### src/rtl/mtm_alu_deserializer_if.sv
// Serial-in / operand-out bundle of the MTM ALU deserializer.
// master = serial source and result consumer; slave = the deserializer itself.
interface mtm_alu_deserializer_if;
  logic        sin;
  logic [31:0] a_o;
  logic [31:0] b_o;
  logic [2:0]  op_o;
  logic        valid_o;
  logic        err_data_o;
  logic        err_crc_o;
  logic        err_op_o;

  modport master (
    output sin,
    input  a_o, b_o, op_o, valid_o, err_data_o, err_crc_o, err_op_o
  );

  modport slave (
    input  sin,
    output a_o, b_o, op_o, valid_o, err_data_o, err_crc_o, err_op_o
  );
endinterface

### src/rtl/mtm_alu_deserializer.sv
// Deserializes 11-bit DATA/CTL packets into a checked ALU command (A, B, op).
// Optional frame timeout: define MTM_ALU_DESER_TIMEOUT_EN to enable it.
module mtm_alu_deserializer #(
  parameter int unsigned TIMEOUT_CYCLES = 32
) (
  input  logic                  clk,
  input  logic                  rst_n,
  mtm_alu_deserializer_if.slave bus
);

  typedef enum logic [1:0] {IDLE, TYPE, PAYLOAD, STOP} state_t;

  state_t      state_q;
  logic        is_ctl_q;
  logic [2:0]  bit_cnt_q;
  logic [7:0]  shift_q;
  logic [3:0]  data_cnt_q;
  logic [3:0]  data_cnt_d;
  logic [63:0] buf_q;
  logic [31:0] a_q;
  logic [31:0] b_q;
  logic [2:0]  op_q;
  logic        valid_q;
  logic        err_data_q;
  logic        err_crc_q;
  logic        err_op_q;
  logic [3:0]  crc_d;

  if (TIMEOUT_CYCLES == 0) begin : g_bad_timeout
    $error("TIMEOUT_CYCLES must be at least 1");
  end

`ifdef MTM_ALU_DESER_TIMEOUT_EN
  localparam int unsigned TO_W = $clog2(TIMEOUT_CYCLES + 1);
  logic [TO_W-1:0] idle_cnt_q;
`endif

  // CRC4 (x^4 + x + 1, init 0) over the 68 bits, MSB first.
  function automatic logic [3:0] crc4(input logic [67:0] msg);
    logic [3:0] c;
    logic       fb;
    c = 4'b0000;
    for (int i = 67; i >= 0; i--) begin
      fb = msg[i] ^ c[3];
      c  = {c[2:0], 1'b0} ^ {2'b00, fb, fb};
    end
    return c;
  endfunction

  always_comb begin
    crc_d      = crc4({buf_q, 1'b1, shift_q[6:4]});
    data_cnt_d = (data_cnt_q == 4'hF) ? 4'hF : data_cnt_q + 4'd1;
  end

  always_ff @(posedge clk or negedge rst_n) begin
    if (!rst_n) begin
      state_q    <= IDLE;
      is_ctl_q   <= 1'b0;
      bit_cnt_q  <= 3'd0;
      shift_q    <= 8'd0;
      data_cnt_q <= 4'd0;
      buf_q      <= 64'd0;
      a_q        <= 32'd0;
      b_q        <= 32'd0;
      op_q       <= 3'd0;
      valid_q    <= 1'b0;
      err_data_q <= 1'b0;
      err_crc_q  <= 1'b0;
      err_op_q   <= 1'b0;
`ifdef MTM_ALU_DESER_TIMEOUT_EN
      idle_cnt_q <= '0;
`endif
    end else begin
      valid_q    <= 1'b0;
      err_data_q <= 1'b0;
      err_crc_q  <= 1'b0;
      err_op_q   <= 1'b0;

      case (state_q)
        IDLE: begin
          if (!bus.sin) state_q <= TYPE;
        end
        TYPE: begin
          is_ctl_q  <= bus.sin;
          bit_cnt_q <= 3'd0;
          state_q   <= PAYLOAD;
        end
        PAYLOAD: begin
          shift_q   <= {shift_q[6:0], bus.sin};
          bit_cnt_q <= bit_cnt_q + 3'd1;
          if (bit_cnt_q == 3'd7) state_q <= STOP;
        end
        STOP: begin
          // Return to IDLE unconditionally so a start bit on the very next clock is caught.
          state_q <= IDLE;
          if (!bus.sin) begin
            err_data_q <= 1'b1;
            data_cnt_q <= 4'd0;
            buf_q      <= 64'd0;
          end else if (!is_ctl_q) begin
            buf_q      <= {buf_q[55:0], shift_q};
            data_cnt_q <= data_cnt_d;
          end else begin
            data_cnt_q <= 4'd0;
            buf_q      <= 64'd0;
            if (data_cnt_q != 4'd8) begin
              err_data_q <= 1'b1;
            end else if (shift_q[3:0] != crc_d) begin
              err_crc_q <= 1'b1;
            end else if (shift_q[5]) begin
              // Legal ops are 000/001/100/101, i.e. exactly those with bit 1 clear.
              err_op_q <= 1'b1;
            end else begin
              valid_q <= 1'b1;
              a_q     <= buf_q[63:32];
              b_q     <= buf_q[31:0];
              op_q    <= shift_q[6:4];
            end
          end
        end
        default: state_q <= IDLE;
      endcase

`ifdef MTM_ALU_DESER_TIMEOUT_EN
      if (state_q == IDLE && bus.sin && data_cnt_q != 4'd0) begin
        if (idle_cnt_q == TO_W'(TIMEOUT_CYCLES - 1)) begin
          idle_cnt_q <= '0;
          err_data_q <= 1'b1;
          data_cnt_q <= 4'd0;
          buf_q      <= 64'd0;
        end else begin
          idle_cnt_q <= idle_cnt_q + TO_W'(1);
        end
      end else begin
        idle_cnt_q <= '0;
      end
`endif
    end
  end

  assign bus.a_o        = a_q;
  assign bus.b_o        = b_q;
  assign bus.op_o       = op_q;
  assign bus.valid_o    = valid_q;
  assign bus.err_data_o = err_data_q;
  assign bus.err_crc_o  = err_crc_q;
  assign bus.err_op_o   = err_op_q;

endmodule

### src/flat_wrapper.sv
// flat-port wrapper written by rule: the top's interface ports become plain ports
module mtm_alu_deserializer_flat 
#(
  parameter int unsigned TIMEOUT_CYCLES = 32
)
  (clk, rst_n, bus_sin, bus_a_o, bus_b_o, bus_op_o, bus_valid_o, bus_err_data_o, bus_err_crc_o, bus_err_op_o);
  mtm_alu_deserializer_if bus_i ();
  input  logic clk;
  input  logic rst_n;
  input wire logic [$bits(bus_i.sin)-1:0] bus_sin;
  output wire logic [$bits(bus_i.a_o)-1:0] bus_a_o;
  output wire logic [$bits(bus_i.b_o)-1:0] bus_b_o;
  output wire logic [$bits(bus_i.op_o)-1:0] bus_op_o;
  output wire logic [$bits(bus_i.valid_o)-1:0] bus_valid_o;
  output wire logic [$bits(bus_i.err_data_o)-1:0] bus_err_data_o;
  output wire logic [$bits(bus_i.err_crc_o)-1:0] bus_err_crc_o;
  output wire logic [$bits(bus_i.err_op_o)-1:0] bus_err_op_o;
  assign bus_i.sin = bus_sin;
  assign bus_a_o = bus_i.a_o;
  assign bus_b_o = bus_i.b_o;
  assign bus_op_o = bus_i.op_o;
  assign bus_valid_o = bus_i.valid_o;
  assign bus_err_data_o = bus_i.err_data_o;
  assign bus_err_crc_o = bus_i.err_crc_o;
  assign bus_err_op_o = bus_i.err_op_o;
  mtm_alu_deserializer #(.TIMEOUT_CYCLES(TIMEOUT_CYCLES)) u_core (.clk(clk), .rst_n(rst_n), .bus(bus_i));
endmodule
### config.mk
export PLATFORM = sky130hd
export DESIGN_NAME = mtm_alu_deserializer_flat
export DESIGN_NICKNAME = d
export VERILOG_FILES = /design/src/rtl/mtm_alu_deserializer_if.sv /design/src/rtl/mtm_alu_deserializer.sv /design/src/flat_wrapper.sv
export SDC_FILE = /design/constraint.sdc
export NUM_CORES = 1
export LEC_CHECK = 0
export CAP_MARGIN = 15
export CORE_MARGIN = 5
export CORE_UTILIZATION = 55
export CTS_CLUSTER_DIAMETER = 120
export DETAILED_ROUTE_END_ITERATION = 10
export PLACE_DENSITY = 0.76
export RECOVER_POWER = 100
export REMOVE_ABC_BUFFERS = 1
export SETUP_SLACK_MARGIN = 0.4
export SLEW_MARGIN = 0
export SYNTH_ARGS = -nofsm -noshare
export SYNTH_HDL_FRONTEND = slang
export SYNTH_SLANG_ARGS = --single-unit
### constraint.sdc
create_clock -name clk -period 5.4 [get_ports clk]
set_input_delay 0.81 -clock clk [delete_from_list [all_inputs] [get_ports clk]]
set_output_delay 0.81 -clock clk [all_outputs]
set_load 0.01 [all_outputs]
==> results.md <==
- The ratio of total power to cell area is approximately 540 nW/um^2.
- Fill cells in the final layout number 970.
- The via count of the first global-routing pass is 4793.
- Subtracting the final worst setup slack from the clock period gives around 4.7 ns.
- Counting flops with a built-in enable in the synthesized netlist gives 0.
- The number of max-slew violations in the final report is about 170.
- The layout-stage area growth over the synthesis result is 20.47%.
- The simple-gate portion of the synthesized area is 5.440%.
- The maximum number of pins on one net before global-route repair is between 100 and 150.
- The number of distinct standard cells referenced by the synthesized netlist is 33.
- Once layout is complete, the utilization of the core stands at 67.63%.
- Using the TritonRoute via totals, the vias-per-cell ratio works out to just over 5.
- The critical path data required time is 5.70 ns.
- The region available for standard cell placement spans roughly 13000 um^2.
- The die covers 15250 um^2.
- For this block, the via count after detailed routing is roughly 4500.
- The clock skew is 0.006968 ns.
- The dominant combinational cell family by area after synthesis is XOR/XNOR gates.
- The type of the worst setup path is register to register.
- The number of warnings printed during yosys synthesis is 0.
- The tightest min-delay check is of the register to register type.
- Hold timing on the final database bottoms out at a slack of 0.4767 ns.
- The congestion estimate from routability-driven global placement came to roughly 0.9.
- Setup repair after global routing left no endpoint under its margin.
- Of the post-synthesis cell area, the part taken by muxes is approximately an eighth.
- The fraction of final layout cells with drive strength greater than 1 is roughly a tenth.
- The leakage dissipation is a little over 4 nW.
- The startpoint identified for the worst register-to-register timing path is u_core.buf_q[52]$_DFFE_PN0P_.
- The number of standard cells after synthesis is about 620.
- The post-cts hold buffer count is 0.
- The register-to-register setup slack is approximately 0.73 ns.
- In this run the critical register-to-register path is captured at u_core.bus.b_o[20]$_DFFE_PN0P_.
- The half-perimeter wire length after placement is slightly below 10 mm.
- The number of sinks driven by the clock tree is roughly 150.
- After synthesis the netlist holds a flip-flop and latch count of between 150 and 200.
- The global-route wire length before repair is 24.34 mm.
- The worst path setup slack after routing is about 0.73 ns.
- Of all nets on the critical path, the largest fanout is 33.
- The die is about 120 um wide.
- The fraction of the mapped netlist area in adder cells is around 1.6%.
- The final reports fail on capacitance limit, slew limit.
- The startpoint type of the worst setup path is a register.
- The slew of the pin with the lowest slew margin is 2.592 ns.
- Summed over all layers, the global routing overflow is 0.
- The detailed router finished its first iteration with 258 violations.
- The final antenna diode count is 0.
- Counting flops with an async set or reset pin after synthesis yields a share of 100.0%.
- The global-route usage over all layers is approximately a fifth.
- Data on the critical path arrives at its endpoint at about 5 ns.
- Max-cap violations in this run came to 2.
- The run finished, with violations left.
- The relative max-transition margin is -72.80%.
- The die span in y is around 120 um.
- No sink is reached through more buffers than the 2 on the longest clock path.
- The count of nets after finishing is around 700.
- The post-synthesis instance area is around 7000 um^2.
- The initial antenna violation count is 0.
- The cell depth of the worst flop-to-flop path is 12.
- The capturing element of the worst setup path is u_core.bus.b_o[20]$_DFFE_PN0P_.
- The pre-CTS worst setup slack is roughly 1.0 ns.
- The standard-cell row count is about 40.
- Summing the areas of all compound-gate instances in the mapped netlist gives 6.093% of the synthesized area.
- The number of placed I/O pins is 74.
- In this run, CTS created clock tree buffers numbering 17.
- The most common cell in the netlist is dfrtp_1.
- The first detailed-routing pass took 4 iterations.
- In this run the number of H-tree levels came out at 4.
- VDD sags by at most approximately 0.00043 V.
- TritonCTS built the clock tree.
- Clock tree synthesis selected as its root buffer the cell clkbuf_16.
- The setup TNS is 0 ns.
- The fraction of synthesized cell area taken by the top area cell type is about 54%.
- Post-CTS repair changed the size of 0 cells.
- The final hold violation count is 0.
- The library cell occupying the most area in the post-synthesis netlist is dfrtp_1.
- After synthesis, the cell types taking the most area are dfrtp_1 54%, xnor2_1 10%, mux2_1 6.4%, mux2_2 5.4%, o21ai_0 5.2%.
- The mean post-synth cell area is roughly 12 um^2.
- The count of buffers added by post-CTS timing repair for setup is 0.
- The clock insertion delay at the later pin of the skew report is roughly 0.42 ns.
- The initial utilization of the core area, before any placement, comes to between 50% and 60%.
- The worst path uses between 80% and 90% of the clock period.
- Wires add up to approximately 14 mm.
- The share of the yosys chip area belonging to registers is 53.69%.
- The commonest cells after synthesis are 152 x dfrtp_1, 81 x xnor2_1, 74 x inv_1.
- The average detailed-routed wire length per instance is ~16 um.
- Of the total synthesized cell area, the portion taken by XOR and XNOR cells is between 10% and 20%.
- Once detail routing completed, the nets flagged for antenna violations numbered 0.
- After routing the design area is 8534 um^2.
- The placed instances occupy a cell area of 7948 um^2.
- STA classifies the critical path endpoint as a register.
- Setup violations remaining at the end of the flow were counted as 0.
- Buffers placed on the I/O ports in this run total between 70 and 80.
- The critical path startpoint is u_core.buf_q[52]$_DFFE_PN0P_.
- The top achievable clock speed is roughly 0.21 GHz.
- The clock-pin slew on the worst setup and hold paths is about 0.060 ns.
- The most used flip-flop cell after synthesis is dfrtp_1.
- In the routed design, unresolved DRC markers number 0.
==> cells in the final DEF (no fill, tap or decap), types with 4 or more instances in the layout <==
cell | synthesis | routed
xnor3_1 | 10 | 10
nand3_1 | 5 | 5
mux2_1 | 40 | 40
ha_1 | 9 | 9
inv_1 | 74 | 74
nor2_1 | 6 | 5
dfrtp_1 | 152 | 152
o21ai_0 | 73 | 73
clkbuf_16 | 0 | 17
clkbuf_2 | 0 | 4
xnor2_1 | 81 | 81
dlygate4sd3_1 | 0 | 71
mux2_2 | 34 | 34
clkbuf_8 | 0 | 4
mux2i_1 | 4 | 4
nand2_1 | 73 | 73
xor2_1 | 9 | 9
==> state kept, by name, indices dropped and copies added (netlist names) <==
name                   flops
u_core.buf_q              64
u_core.bus.a_o            32
u_core.bus.b_o            32
u_core.shift_q             8
u_core.data_cnt_q          4
u_core.bit_cnt_q           3
u_core.bus.op_o            2
u_core.state_q             2
u_core.bus.err_crc_o       1
u_core.bus.err_data_o      1
u_core.bus.err_op_o        1
u_core.bus.valid_o         1
u_core.is_ctl_q            1
==> cell families after synthesis <==
| group | Yosys count |
|---|---|
| AO/OA/AOI/OAI | 82 |
| XOR/XNOR | 103 |
| adder cells (fa/ha/maj) | 9 |
| buffers and inverters | 97 |
| flip-flops | 152 |
| multiplexers | 78 |
| other | 1 |
| AND/OR/NAND/NOR | 94 |
==> final cells by class <==
class                      instances  area, um^2  area share (%)
clock inverter                     8       120.1           1.407
multi-input combinational        367        2892           33.88
tap                              172       215.2           2.522
timing repair buffer              77       742.0           8.694
sequential                       152        3804           44.57
clock buffer                      22       484.2           5.674
inverter                          74       277.8           3.255
==> through the flow <==
step	total power, mW	instances
detailed placement	3.393	842
floorplan	3.022	593
finish	4.583	872
global route	4.870	872
CTS	4.630	872
global placement	3.312	842
==> report_power, final <==
| group | total [mW] | switching [mW] | internal, mW | leakage (nW) |
|---|---|---|---|---|
| combinational | 1.95 | 0.942 | 1.01 | 1.73 |
| sequential | 1.43 | 0.163 | 1.26 | 2.10 |
| clock | 1.20 | 0.436 | 0.767 | 0.294 |
==> routing by layer <==
metal | GRT usage, % | up-vias | routed length (um)
li1 | - | 2126 | -
met1 | 26.79 | 2224 | 6151
met2 | 34.22 | 107 | 7120
met3 | 5.306 | 30 | 587
met4 | 8.235 | 0 | 329
met5 | 0 | - | 0
==> critical path, stage by stage, from the launching register on <==
cell and delay [ns]:
dfrtp_1 0.44, xor2_1 0.29, xnor2_1 0.21, xnor3_1 0.49, xnor3_1 0.43, xnor2_2 0.25, xor3_1 0.46, or2_0 0.23
mux2i_1 0.15, nand3_1 0.19, a211oi_4 0.28, clkbuf_2 0.69, mux2_2 0.42
==> worst min-delay path by stage <==
stage	from	to	slack, ns	depth (start not counted)
2_1_floorplan	u_core.shift_q[7]$_DFFE_PN0P_	u_core.buf_q[7]$_DFFE_PN0P_	0.45	2
3_3_place_gp	u_core.shift_q[7]$_DFFE_PN0P_	u_core.buf_q[7]$_DFFE_PN0P_	0.46	2
3_5_place_dp	u_core.bus.b_o[26]$_DFFE_PN0P_	u_core.bus.b_o[26]$_DFFE_PN0P_	0.48	1
4_1_cts	u_core.bus.b_o[26]$_DFFE_PN0P_	u_core.bus.b_o[26]$_DFFE_PN0P_	0.49	1
5_1_grt	u_core.bus.a_o[4]$_DFFE_PN0P_	u_core.bus.a_o[4]$_DFFE_PN0P_	0.50	1
6_report	u_core.bus.a_o[11]$_DFFE_PN0P_	u_core.bus.a_o[11]$_DFFE_PN0P_	0.48	1
Note: power is estimated with default switching activity, not from simulation.
